--- src/rtl/mix_columns_engine.sv ---
// AES MixColumns / InvMixColumns engine; mixes COLS_PER_CYCLE columns per clock.
// Ports: clk, rst (async high), in_valid/in_ready/inv_in/state_in,
//        out_valid/out_ready/state_out; bypass_in when MIXCOL_BYPASS_EN is defined.
module mix_columns_engine #(
  parameter int COLS_PER_CYCLE = 1
) (
  input  logic         clk,
  input  logic         rst,
  input  logic         in_valid,
  output logic         in_ready,
  input  logic         inv_in,
  input  logic [127:0] state_in,
  output logic         out_valid,
  input  logic         out_ready,
  output logic [127:0] state_out
`ifdef MIXCOL_BYPASS_EN
  ,
  input  logic         bypass_in
`endif
);

  if (COLS_PER_CYCLE != 1 && COLS_PER_CYCLE != 2 &&
      COLS_PER_CYCLE != 4) begin : g_bad_cols
    $error("COLS_PER_CYCLE must be 1, 2 or 4");
  end

  // STEP is 0 for four columns: the pointer wraps straight back.
  localparam logic [1:0] STEP = 2'(COLS_PER_CYCLE);
  localparam logic [1:0] LAST = 2'(4 - COLS_PER_CYCLE);

  typedef enum logic [1:0] {IDLE, BUSY, DONE} state_t;

  state_t       state, state_nx;
  logic [127:0] data, mixed;
  logic [1:0]   col_ptr;
  logic         inv_q, byp_q;
  logic         accept, last;

  function automatic logic [7:0] xt(input logic [7:0] x);
    return {x[6:0], 1'b0} ^ (x[7] ? 8'h1b : 8'h00);
  endfunction

  // k indexes the circulant row {02,03,01,01} or {0e,0b,0d,09}.
  function automatic logic [7:0] mulk(input logic [7:0] x,
                                      input logic [1:0] k,
                                      input logic       inv);
    logic [7:0] x2, x4, x8, r;
    x2 = xt(x);
    x4 = xt(x2);
    x8 = xt(x4);
    r  = x;
    case ({inv, k})
      3'b000:  r = x2;
      3'b001:  r = x2 ^ x;
      3'b100:  r = x8 ^ x4 ^ x2;
      3'b101:  r = x8 ^ x2 ^ x;
      3'b110:  r = x8 ^ x4 ^ x;
      3'b111:  r = x8 ^ x;
      default: r = x;
    endcase
    return r;
  endfunction

  function automatic logic [31:0] mix_col(input logic [31:0] c,
                                          input logic        inv);
    logic [31:0] res;
    logic [7:0]  acc;
    res = '0;
    for (int r = 0; r < 4; r++) begin
      acc = '0;
      for (int k = 0; k < 4; k++)
        acc ^= mulk(c[31-8*k -: 8], 2'(k - r), inv);
      res[31-8*r -: 8] = acc;
    end
    return res;
  endfunction

  always_comb begin
    logic [1:0] idx;
    mixed = data;
    for (int g = 0; g < COLS_PER_CYCLE; g++) begin
      idx = col_ptr + 2'(g);
      mixed[127-32*int'(idx) -: 32] =
        mix_col(data[127-32*int'(idx) -: 32], inv_q);
    end
  end

  assign last      = byp_q | (col_ptr == LAST);
  assign accept    = in_valid & in_ready;
  assign state_out = data;

  always_comb begin
    state_nx  = state;
    in_ready  = 1'b0;
    out_valid = 1'b0;
    unique case (state)
      IDLE: begin
        in_ready = 1'b1;
        if (in_valid) state_nx = BUSY;
      end
      BUSY: begin
        if (last) state_nx = DONE;
      end
      DONE: begin
        out_valid = 1'b1;
        in_ready  = out_ready;
        if (out_ready) state_nx = in_valid ? BUSY : IDLE;
      end
      default: state_nx = IDLE;
    endcase
  end

  always_ff @(posedge clk or posedge rst) begin
    if (rst) begin
      state   <= IDLE;
      data    <= '0;
      col_ptr <= '0;
      inv_q   <= 1'b0;
    end else begin
      state <= state_nx;
      if (accept) begin
        data    <= state_in;
        inv_q   <= inv_in;
        col_ptr <= '0;
      end else if (state == BUSY) begin
        data    <= byp_q ? data : mixed;
        col_ptr <= last ? 2'd0 : col_ptr + STEP;
      end
    end
  end

`ifdef MIXCOL_BYPASS_EN
  always_ff @(posedge clk or posedge rst) begin
    if (rst)         byp_q <= 1'b0;
    else if (accept) byp_q <= bypass_in;
  end
`else
  assign byp_q = 1'b0;
`endif

endmodule
--- config.mk ---
export PLATFORM = sky130hd
export DESIGN_NAME = mix_columns_engine
export DESIGN_NICKNAME = d
export VERILOG_FILES = /design/src/rtl/mix_columns_engine.sv
export SDC_FILE = /design/constraint.sdc
export NUM_CORES = 1
export LEC_CHECK = 0
export BUFFER_PORTS_ARGS = -buffer_cell sky130_fd_sc_hd__buf_2
export CORE_ASPECT_RATIO = 2
export CORE_MARGIN = 1.5
export CORE_UTILIZATION = 56
export DETAILED_ROUTE_END_ITERATION = 7
export GPL_TIMING_DRIVEN = 0
export MAX_ROUTING_LAYER = met4
export PLACE_DENSITY = 0.86
export RECOVER_POWER = 50
export SLEW_MARGIN = 40
export SYNTH_ARGS = -nofsm -noshare
export SYNTH_HDL_FRONTEND = slang
export SYNTH_SLANG_ARGS = --single-unit
--- constraint.sdc ---
create_clock -name clk -period 8.5 [get_ports clk]
set_input_delay 1.275 -clock clk [delete_from_list [all_inputs] [get_ports clk]]
set_output_delay 1.275 -clock clk [all_outputs]
set_load 0.05 [all_outputs]
# Word-level counts from Yosys, hierarchy flattened
# Cells that the tools add are included.
# classes
add_sub_neg	3
n_eq_ne	6
n_shift	3
muxes	41
n_bitwise	54
reduce_logical	3
# op_table
operator	count
8-bit XOR	42
128-bit two-way mux	2
32-bit by 33-bit variable shift with 159-bit output (first input constant)	1
159-bit by 8-bit indexed part select with 32-bit output	1
32-bit by 33-bit indexed part select with 159-bit output	1
128-bit bitwise mux	1
8-bit case mux with 2 select lines	8
8-bit by 5-bit XOR with 8-bit output	10
8-bit two-way mux	8
5-bit two-way mux	12
8-bit negator with 33-bit output	1
2-bit two-way mux	6
7-bit by 7-bit subtractor with 8-bit output (first input constant)	1
2-bit inequality test (second input constant)	3
2-bit case mux with 3 select lines	1
2-bit equality test (second input constant)	2
3-bit AND reduction	1
2-bit by 1-bit adder with 2-bit output (second input constant)	1
2-bit by 1-bit equality test with 1-bit output (second input constant)	1
2-bit logical NOT	1
1-bit two-way mux	2
1-bit case mux with 2 select lines	1
2-bit nonzero test	1
1-bit bitwise AND	1
1-bit NOT	1
# totals
register_bits	133
input_bits	133
out_inout_bits	130
elab_cells	114

# Depth between registers and ports, before layout
# depth
depth_word	18
ltp_mapped	10

# Worst setup path after synthesis
# Ideal clock, no wire load.
# synth_timing
path_type	input -> register
from	in out_ready
to	reg data[102] (netlist: state_out[102])
arrival_time_ns	3.368
required_time_ns	8.417
slack_ns	5.049
path_stages	8
n_path_buf	3
cell_sequence	nand2b_1 nor2b_1 and2_1 clkbuf_1 clkbuf_1 clkbuf_1 a22oi_1 o21ai_0
# synth_between
elab_chain_cells	3
elab_cells_between_ends	4
cone_classes	2 x mux; 1 x bitwise; 1 x reduce/logical
# synth_rtl
element	line_no	rtl
start, declared	14	input logic out_ready,
1-bit case mux with 2 select lines (*)	96	unique case (state)
net in_ready	10	output logic in_ready,
1-bit bitwise AND (*)	89	assign accept = in_valid & in_ready;
128-bit two-way mux or 2-bit nonzero test (tied branches)	n/a	
end signal, assigned	122	data <= state_in;
end signal, assigned	126	data <= byp_q ? data : mixed;
end, declared	34	logic [127:0] data, mixed;
# Mark *: on every way through the listed nets, which the timed path passes. The rest lies on a longest branch.
# A chain may end at the register's enable or synchronous reset.

# Worst setup path after layout
# layout_timing
from	reg col_ptr[0]
to	reg data[78] (netlist: state_out[78])
# layout_between
elab_chain_cells	16
elab_cells_between_ends	88
cone_classes	2 x add/sub; 3 x shift; 31 x mux; 52 x bitwise
# layout_rtl
element	line_no	rtl
start, declared	35	logic [1:0] col_ptr;
start signal, assigned	127	col_ptr <= last ? 2'd0 : col_ptr + STEP;
7-bit by 7-bit subtractor with 8-bit output (*)	83, 84	
159-bit by 8-bit indexed part select with 32-bit output	84	mix_col(data[127-32*int'(idx) -: 32], inv_q);
8-bit by 5-bit XOR with 8-bit output or 5-bit two-way mux (tied branches) (2 in series)	40	return {x[6:0], 1'b0} ^ (x[7] ? 8'h1b : 8'h00);
5-bit two-way mux or 8-bit by 5-bit XOR with 8-bit output (tied branches)	40	
8-bit by 5-bit XOR with 8-bit output or 8-bit XOR (tied branches)	40	
8-bit XOR	n/a	
8-bit XOR, on equally long branches	n/a	
8-bit case mux with 2 select lines or 8-bit two-way mux (tied branches)	52	case ({inv, k})
8-bit XOR (3 in series)	72	acc ^= mulk(c[31-8*k -: 8], 2'(k - r), inv);
32-bit by 33-bit indexed part select with 159-bit output	83	mixed[127-32*int'(idx) -: 32] =
128-bit bitwise mux (*)	83	
128-bit two-way mux (*)	125	end else if (state == BUSY) begin
128-bit two-way mux (*)	121	if (accept) begin
# Mark *: on every way between the ends. The rest lies on a longest branch, timed or not. The select of a mux whose other input is x is not followed.

==> results by group <==
Worst setup path
  – Crit. Startpoint: col_ptr[0]
  – WP data required: slightly below 9000 ps
  – Setup Crit Path Kind: reg -> reg
  – Crit Reg-Reg Startpoint: col_ptr[0]
  – CP max stage delay: 640 ps
  – Max FO, Critical Path: 10
  – Most frequent CP cell: xnor2_1
  – CP Capture Type: flip-flop
  – CP arrival: 4130 ps
  – CP max stage cell: xor2_1
  – Critical path startpoint category: flip-flop
  – CP Cell Sequence: buf_6 > buf_12 > mux4_2 > buf_4 > xor2_1 > xnor2_1 > xnor3_1 > nand2b_1 > xnor2_1 > o21ai_0

Routing
  – Via count: between 8,000 and 9,000
  – Wire per inst: 26.9 µm
  – Count of antenna-violating nets left after detailed routing: 0
  – Drt pass-1 iters: 8
  – DRC viols: 0
  – Initial DRC count: 787
  – Drt via density: 6.72
  – WL final: 32.0 mm

Global routing
  – Initial antenna violation count: 1
  – Global-route wire length before repair: 47.2 mm
  – Aggregate global routing overflow: 0
  – Total track usage: 43.7%
  – Largest net degree at the start of global routing: 83
  – Number of global-route vias before repair: ~8,100

Clocking
  – Resized Gates After CTS: 0
  – Post-CTS Setup Bufs: 0
  – Post-CTS Hold Buffers: 0
  – Worst-Skew Late Latency: roughly 420 ps
  – CTS Buffer Depth: 2
  – H-tree Lvls: 4
  – CTS root buf: clkbuf_16
  – Clock transition at path regs: approximately 70 ps
  – CTS sink count: 133
  – Num CTS Buffers: 17
  – CTS tree: done

STA
  – Min Hold Slack: 527 ps
  – Setup TNS: 0 ps
  – Pins Over Slew Limit: 52
  – Max Clk Rate: 0.260 GHz
  – Final Cycle Share: 45.2%
  – Relative slew slack: -57.6%
  – Clock skew: approximately 13 ps
  – Minimum clock period after layout: 3850 ps
  – RSZ-0062 raised after global routing: false
  – Final Setup Violations: 0
  – Slew @ Worst Pin: roughly 2400 ps
  – Final Hold Violating Endpoints: 0

Floorplan
  – Chip height: 175 µm
  – Die area: 0.0156 mm²
  – I/O pins: 263
  – Core ar.: 0.0144 mm²
  – Site row count: 62
  – DIE WIDTH: 89.0 µm
  – Initial Utilization: between 50% and 60%

Logic synthesis
  – Synthesis-stage register bit count: 133
  – Mean Syn Cell Area: 11.7 µm²
  – Post-synth EDFFs: 0
  – Register area share after synthesis: 40.2%
  – Synth warn: 0
  – Post-synthesis async set-or-reset flop share: 100%
  – Synth Instances: 705
  – Synth Flop Type: dfrtp_1
  – Syn_nets: 842
  – Distinct cell type count after synthesis: 35
  – Synth Cell Area: 0.00828 mm²

Final layout
  – Area Growth Syn to Fin: 25.7%
  – Non-filler instance count after layout: 1,192
  – Layout cell share with drive strength beyond 1: 29.3%
  – Layout filler cell count: 1,107
  – Post-layout nets: 1,124

Min path
  – Min-delay worst type: reg -> reg
  – Min-Delay Startpoint: state_out[21]

Outcome
  – Status: complete, but fails checks
  – Failing checks: max-capacitance violations, max-slew violations

Placement
  – Dpl hpwl: 23.9 mm
  – RePlAce Congestion: 1.04
  – I/O Buffers: 262
  – Placed insts: 1,160

Run
  – Maxcap violations: 1
path summary, 6_finish.rpt:
| check | to | slack [ps] | depth (start not counted) |
|---|---|---|---|
| hold reg to reg | state_out[21] | 530 | 2 |
| setup reg to reg | state_out[78] | 4650 | 10 |
| max in group asynchronous | state_out[26] | 5820 | 3 |
| setup / recovery | state_out[78] | 4650 | 10 |
| hold / removal | state_out[21] | 530 | 2 |
| min in group asynchronous | state_out[16] | 1480 | 2 |
stage by stage:
stage / worst slack [ps] / cell area [µm²] / util, %
2_1_floorplan: 3670 / 8280 / -
3_3_place_gp: 2330 / 9830 / 68.1
3_5_place_dp: 4770 / 9860 / 68.3
4_1_cts: 4750 / 10500 / 72.7
5_1_grt: 4570 / 10400 / 72.1
6_report: 4650 / 10400 / 72.1
area by class of cell:
class	instances	area [µm²]	area share, %
antenna	1	2.50	0.0240
buffer	55	268	2.57
clock buffer	17	425	4.09
clock inverter	14	200	1.92
inverter	5	20.0	0.192
multi-input combinational	512	4660	44.8
sequential	133	3330	32.0
tap	192	240	2.31
timing repair buffer	263	1260	12.1
worst max-delay path: cells and delay by family, from the launching register on:
kind | cells | cell delay, ps
xor gates and xnor gates | 4 | 1640
buffers and inverters | 3 | 690
muxes | 1 | 500
DFF | 1 | 460
and+or+nand+nor | 1 | 210
AOI/OAI and AO/OA | 1 | 190
kinds of logic after synthesis:
group	share of synthesized area, %
buffers and inverters	3.45
xor gates and xnor gates	24.6
adders and majority gates	0.605
AOI/OAI and AO/OA	19.9
DFF	40.2
muxes	9.22
and+or+nand+nor	2.03
registers in the layout, summed over array words and instances, names as in the netlist:
| signal | cells |
|---|---|
| state_out | 128 |
| col_ptr | 2 |
| state | 2 |
| inv_q | 1 |
routing by layer:
layer / wire, µm / GRT usage (%) / share of wire (%)
met5: 0 / - / 0
met4: 3030 / 34.3 / 9.5
met2: 16200 / 68.5 / 51
met3: 2630 / 8.64 / 8.2
met1: 10100 / 47.0 / 32
Yosys cell counts, types with 2 or more instances:
| master | n | area share [%] |
|---|---|---|
| dfrtp_1 | 133 | 40 |
| a22oi_1 | 128 | 12 |
| o21ai_0 | 110 | 6.7 |
| xnor2_1 | 104 | 11 |
| clkbuf_1 | 42 | 1.9 |
| xor2_1 | 31 | 3.3 |
| mux4_2 | 30 | 8.2 |
| xnor3_1 | 25 | 6.8 |
| o21ai_1 | 19 | 1.1 |
| nand2_1 | 14 | 0.64 |
| xnor2_2 | 7 | 1.4 |
| a21oi_1 | 6 | 0.36 |
| buf_2 | 5 | 0.30 |
| buf_4 | 5 | 0.45 |
| inv_1 | 5 | 0.23 |
| nor2_1 | 5 | 0.23 |
| xnor2_4 | 5 | 1.7 |
| ha_1 | 4 | 0.60 |
| nand2b_1 | 3 | 0.23 |
| nor2_2 | 3 | 0.23 |
| nor2b_1 | 3 | 0.23 |
| and2_1 | 2 | 0.15 |
| mux4_1 | 2 | 0.64 |
| nand3_1 | 2 | 0.12 |
| nand4_1 | 2 | 0.15 |
cell usage in the layout (no fill, tap or decap), drive strengths merged:
| cell type | n |
|---|---|
| dfrtp | 133 |
| o21bai | 1 |
| mux4 | 32 |
| xor2 | 32 |
| nor2 | 8 |
| nor3 | 1 |
| mux2i | 2 |
| o21ai | 129 |
| nor2b | 3 |
| diode | 1 |
| bufinv | 4 |
| ha | 4 |
| a22oi | 128 |
| buf | 212 |
| nand3 | 2 |
| nand2 | 14 |
| nand4 | 2 |
| xnor2 | 116 |
| mux2 | 1 |
| a21oi | 6 |
| clkbuf | 123 |
| xor3 | 1 |
| inv | 9 |
| and2 | 2 |
| xnor3 | 25 |
| clkinvlp | 3 |
| clkinv | 3 |
| nand2b | 3 |
Power is not shown: default switching activity piles up to over one toggle a cycle in this logic, so the estimate is an artifact.
